[src/rtl/bcd_updown_counter.sv]
// Two-digit BCD up/down counter with programmable modulus, handshaked
// synchronous load, one-cycle terminal-count pulse and a ones-digit view.
// MODULUS must lie in 2..100; the count range is 0..MODULUS-1.
module bcd_updown_counter #(
    parameter int unsigned MODULUS = 100
) (
    input  logic       clk,
    input  logic       rst,
    input  logic       en,
    input  logic       up,
    input  logic       load_valid,
    input  logic [7:0] load_data,
    output logic       load_ready,
    output logic       load_err,
    output logic [7:0] count_bcd,
    output logic [3:0] count,
    output logic       tc
);

    localparam int unsigned MAX_VALUE = MODULUS - 1;
    localparam logic [3:0]  MAX_TENS  = 4'(MAX_VALUE / 10);
    localparam logic [3:0]  MAX_ONES  = 4'(MAX_VALUE % 10);

    localparam logic [1:0] IDLE    = 2'd0;
    localparam logic [1:0] RUN     = 2'd1;
    localparam logic [1:0] LOADACK = 2'd2;

    logic [1:0] state_q, state_d;
    logic [3:0] tens_q, tens_d;
    logic [3:0] ones_q, ones_d;
    logic       tc_q, tc_d;
    logic       load_err_q, load_err_d;
    logic       load_ready_q, load_ready_d;

    logic       load_acc;
    logic       load_legal;
    logic       at_max;
    logic       at_zero;
    logic [3:0] ld_tens;
    logic [3:0] ld_ones;

    // Decode of the load request and the current value against the wrap points
    always_comb begin
        ld_tens    = load_data[7:4];
        ld_ones    = load_data[3:0];
        load_acc   = load_valid & load_ready_q;
        // Digit-wise compare keeps the check in BCD: legal digits and value <= MODULUS-1
        load_legal = (ld_tens <= 4'd9) && (ld_ones <= 4'd9) &&
                     ((ld_tens < MAX_TENS) ||
                      ((ld_tens == MAX_TENS) && (ld_ones <= MAX_ONES)));
        at_max     = (tens_q == MAX_TENS) && (ones_q == MAX_ONES);
        at_zero    = (tens_q == 4'd0) && (ones_q == 4'd0);
    end

    // Next-state, next-value and pulse generation
    always_comb begin
        state_d    = state_q;
        tens_d     = tens_q;
        ones_d     = ones_q;
        tc_d       = 1'b0;
        load_err_d = 1'b0;

        if (load_acc) begin
            // Accepted load wins over counting; illegal values are discarded
            state_d = LOADACK;
            if (load_legal) begin
                tens_d = ld_tens;
                ones_d = ld_ones;
            end else begin
                load_err_d = 1'b1;
            end
        end else begin
            case (state_q)
                LOADACK: begin
                    // Recovery cycle: no count step regardless of en
                    state_d = en ? RUN : IDLE;
                end
                IDLE, RUN: begin
                    if (en) begin
                        state_d = RUN;
                        if (up) begin
                            if (at_max) begin
                                tens_d = 4'd0;
                                ones_d = 4'd0;
                                tc_d   = 1'b1;
                            end else if (ones_q == 4'd9) begin
                                ones_d = 4'd0;
                                tens_d = tens_q + 4'd1;
                            end else begin
                                ones_d = ones_q + 4'd1;
                            end
                        end else begin
                            if (at_zero) begin
                                tens_d = MAX_TENS;
                                ones_d = MAX_ONES;
                                tc_d   = 1'b1;
                            end else if (ones_q == 4'd0) begin
                                ones_d = 4'd9;
                                tens_d = tens_q - 4'd1;
                            end else begin
                                ones_d = ones_q - 4'd1;
                            end
                        end
                    end else begin
                        state_d = IDLE;
                    end
                end
                default: begin
                    state_d = IDLE;
                end
            endcase
        end

        load_ready_d = (state_d != LOADACK);
    end

    // State and output registers; reset abandons any operation in flight
    always_ff @(posedge clk or posedge rst) begin
        if (rst) begin
            state_q      <= IDLE;
            tens_q       <= 4'd0;
            ones_q       <= 4'd0;
            tc_q         <= 1'b0;
            load_err_q   <= 1'b0;
            load_ready_q <= 1'b1;
        end else begin
            state_q      <= state_d;
            tens_q       <= tens_d;
            ones_q       <= ones_d;
            tc_q         <= tc_d;
            load_err_q   <= load_err_d;
            load_ready_q <= load_ready_d;
        end
    end

    assign count_bcd  = {tens_q, ones_q};
    assign count      = ones_q;
    assign tc         = tc_q;
    assign load_err   = load_err_q;
    assign load_ready = load_ready_q;

endmodule
[config.mk]
export PLATFORM = sky130hd
export DESIGN_NAME = bcd_updown_counter
export DESIGN_NICKNAME = d
export VERILOG_FILES = /design/src/rtl/bcd_updown_counter.sv
export SDC_FILE = /design/constraint.sdc
export NUM_CORES = 1
export LEC_CHECK = 0
export ABC_CLOCK_PERIOD_IN_PS = 2400
export CAP_MARGIN = 20
export CORE_ASPECT_RATIO = 0.75
export CORE_MARGIN = 1
export CORE_UTILIZATION = 30
export DETAILED_ROUTE_END_ITERATION = 6
export GPL_ROUTABILITY_DRIVEN = 0
export PLACE_DENSITY = 0.55
export SLEW_MARGIN = 20
export SYNTH_ARGS = -nofsm -noshare
export SYNTH_HDL_FRONTEND = slang
export SYNTH_SLANG_ARGS = --single-unit
export TNS_END_PERCENT = 10
[constraint.sdc]
create_clock -name clk -period 2.4 [get_ports clk]
set_input_delay 0.48 -clock clk [delete_from_list [all_inputs] [get_ports clk]]
set_output_delay 0.48 -clock clk [all_outputs]
set_load 0.02 [all_outputs]
==> impl_results.md <==
- Crit. End Element: flop
- Clk root buf: clkbuf_8
- Post-synthesis register bit count: 12
- Worst vdd ir: roughly 330 µV
- # setup viols final: 0
- Pleak: about 0.00053 µW
- CTS Buf Count: 3
- Die height: slightly above 50 µm
- Placed cell area: between 1000 and 1500 µm²
- ANT cells: 0
- Sequential share of the synthesized area: a little under a third
- Post-CTS setup buffer count: 0
- Cell area after layout: roughly 1300 µm²
- Routed Antenna Nets: 0
- Distinct cells, synth: 43
- Synth Warn #: 0
- Setup crit start kind: flop
- Non-filler cells, final: 171
- Total track usage: between 15 and 20%
- Mapped Nets: 125
- Fmax: between 400 and 500 MHz
- Hpwl dp: 1.972 mm
- Synth async-reset ratio: between 90% and 100%
- CTS tree: done
- Clock Path Buffers: 2
- Status: complete, no violations
- Hold Vio Cnt, Final: 0
- First-pass GRT wire length: between 4 and 5 mm
- Row cnt: 17
- Core ar.: approximately 3000 µm²
- Worst Tran Pin Value: roughly 0.47 ns
- Max_cap viols: 0
- Fin crit period: between 2 and 2.5 ns
- Gate count after technology mapping: around 110
- Class of the most critical setup path: flop to flop
- # resized after CTS: 0
- H-tree Lvls: 1
- CP arrival: about 2.2 ns
- Vias per cell: roughly 5.5
- Antenna violations before repair: 0
- Grt ovf: 0
- DR vias: 942
- CTS clock-pin slew for the worst setup and hold paths: 0.05 ns
- Clock Sinks: 12
- HP Class: flop to flop
- DP Cell Count: between 150 and 200
- Clock Skews: between 0.006 and 0.007 ns
- Area leader, netlist: dfrtp_1
- Synth cell count leaders: dfrtp_1 (11), inv_1 (7), a211oi_1 (6), ha_1 (6), nor2_1 (6)
- WL/cell: 14.84 µm
- Hold-fix buffers, CTS: 0
- IO Pins: 28
- Final wirelength: around 2.5 mm
- Setup ws final: 0.3938 ns
- Total negative slack: 0 ns
- Req. time, crit path: 2.57 ns
- Fin crit share: a little over four fifths
- Max FO, Critical Path: 10
- Port bufs: 27
- Share of cells above drive strength 1: a little under 10%
- Number of enable flip-flop cells after synthesis: 0
- Iter 0 DRT Violations: just under 70
- Synthesized area per cell: just over 9 µm²
- Skew-Pair Late Insertion Delay: approximately 0.25 ns
- Top-count cell post-synth: dfrtp_1
- RSZ-0062 raised after global routing: false
- TritonRoute pass-1 iters: 4
- Pwr per Cell Area: roughly 1100 nW/µm²
- Vias in the first global route: between 800 and 900
- Net count, final: between 150 and 200
- Die width: around 67 µm
- Initial core utilization: about 32%
- Ys flop type: dfrtp_1
- Top area cells in the synthesized netlist: dfrtp_1 (29%), ha_1 (7.8%), a211oi_1 (4.7%), buf_4 (3.1%), dfstp_2 (2.7%)
- Placement Setup Slack: between 0.2 and 0.25 ns
- Max Slew Vio Count: 0
- Top cell type's share of synthesized area: around 29%
- Max_slew headroom: 68.70%
- Syn Std Cell Area: around 960 µm²
- Pin count of the biggest net entering global routing: 15
- # DRC: 0
- Full die area: ~3400 µm²
- Syn-to-layout area delta: 34.90%
## power breakdown
part / switching (µW) / internal, µW
registers: 132 / 268
logic: 399 / 376
clock network: 74.9 / 117
total: 607 / 761
## through the flow
step	utilization, %	total power (µW)	hold WS, ns
after global placement	41.72	1175	0.4267
after detailed placement	41.72	1173	0.4342
after CTS	43.22	1371	0.4501
final	43.22	1368	0.4426
after global routing	43.22	1470	0.4684
after floorplan	-	889.0	0.3440
## cell families (layout without fill, tap and decap cells)
group	count (synthesis)	after routing	share of synthesized area, %
xor gates and xnor gates	2	2	1.823
DFF	12	12	31.38
and+or+nand+nor	34	34	21.23
AOI/OAI and AO/OA	37	37	29.30
adders and majority gates	6	6	7.812
buffers and inverters	15	42	8.463
## registers in the layout, indices dropped and copies added (netlist names)
register	flops
count	4
load_err	1
load_ready	1
state_q	1
tc	1
tens_q	4
## path summary, 6_finish.rpt
check / startpoint / to / slack, ns / depth (start not counted)
max: count[0] / tens_q[0] / 0.39 / 6
min: state_q[1] / tc / 0.44 / 1
max reg2reg: count[0] / tens_q[0] / 0.39 / 6
min reg2reg: state_q[1] / tc / 0.44 / 1
max in group asynchronous: rst / load_ready / 1.50 / 2
min in group asynchronous: rst / state_q[1] / 0.55 / 2
## critical path: stages, from the launching register on
cell	delay, ns
dfrtp_1	0.48
inv_1	0.12
ha_1	0.22
nor3b_2	0.34
o22ai_2	0.20
or4_1	0.48
o21ai_1	0.09
## cell type report
| class | instances | area, µm² |
|---|---|---|
| fillers | 278 | 1703 |
| flip-flops and latches | 12 | 301.5 |
| multi-input cells | 79 | 578.1 |
| inverters | 8 | 31.28 |
| repair buffers | 30 | 292.8 |
| clock buffers | 4 | 45.04 |
| well taps | 38 | 47.55 |
## metal layers
metal	GRT usage, %	up-vias	wire (µm)
li1	-	454	-
met1	26.27	429	1269
met2	19.83	54	953
met3	2.679	5	266
met4	7.447	0	49
met5	0	-	0
## cells in the final DEF (no fill, tap or decap), drive strengths merged, types with 2 or more instances in the layout
cell and n:
a211oi 6, a21oi 4, a221oi 3, a311oi 2, and3 2, and3b 3
buf 3, clkbuf 4, clkdlybuf4s50 27, dfrtp 11, ha 6, inv 7
nand2 5, nand3 2, nor2 6, nor2b 2, nor3 4, nor3b 3
o2111ai 2, o21ai 8, o22ai 2, o31ai 3, o32ai 2, xnor2 2
(Power assumes the default switching activity.)
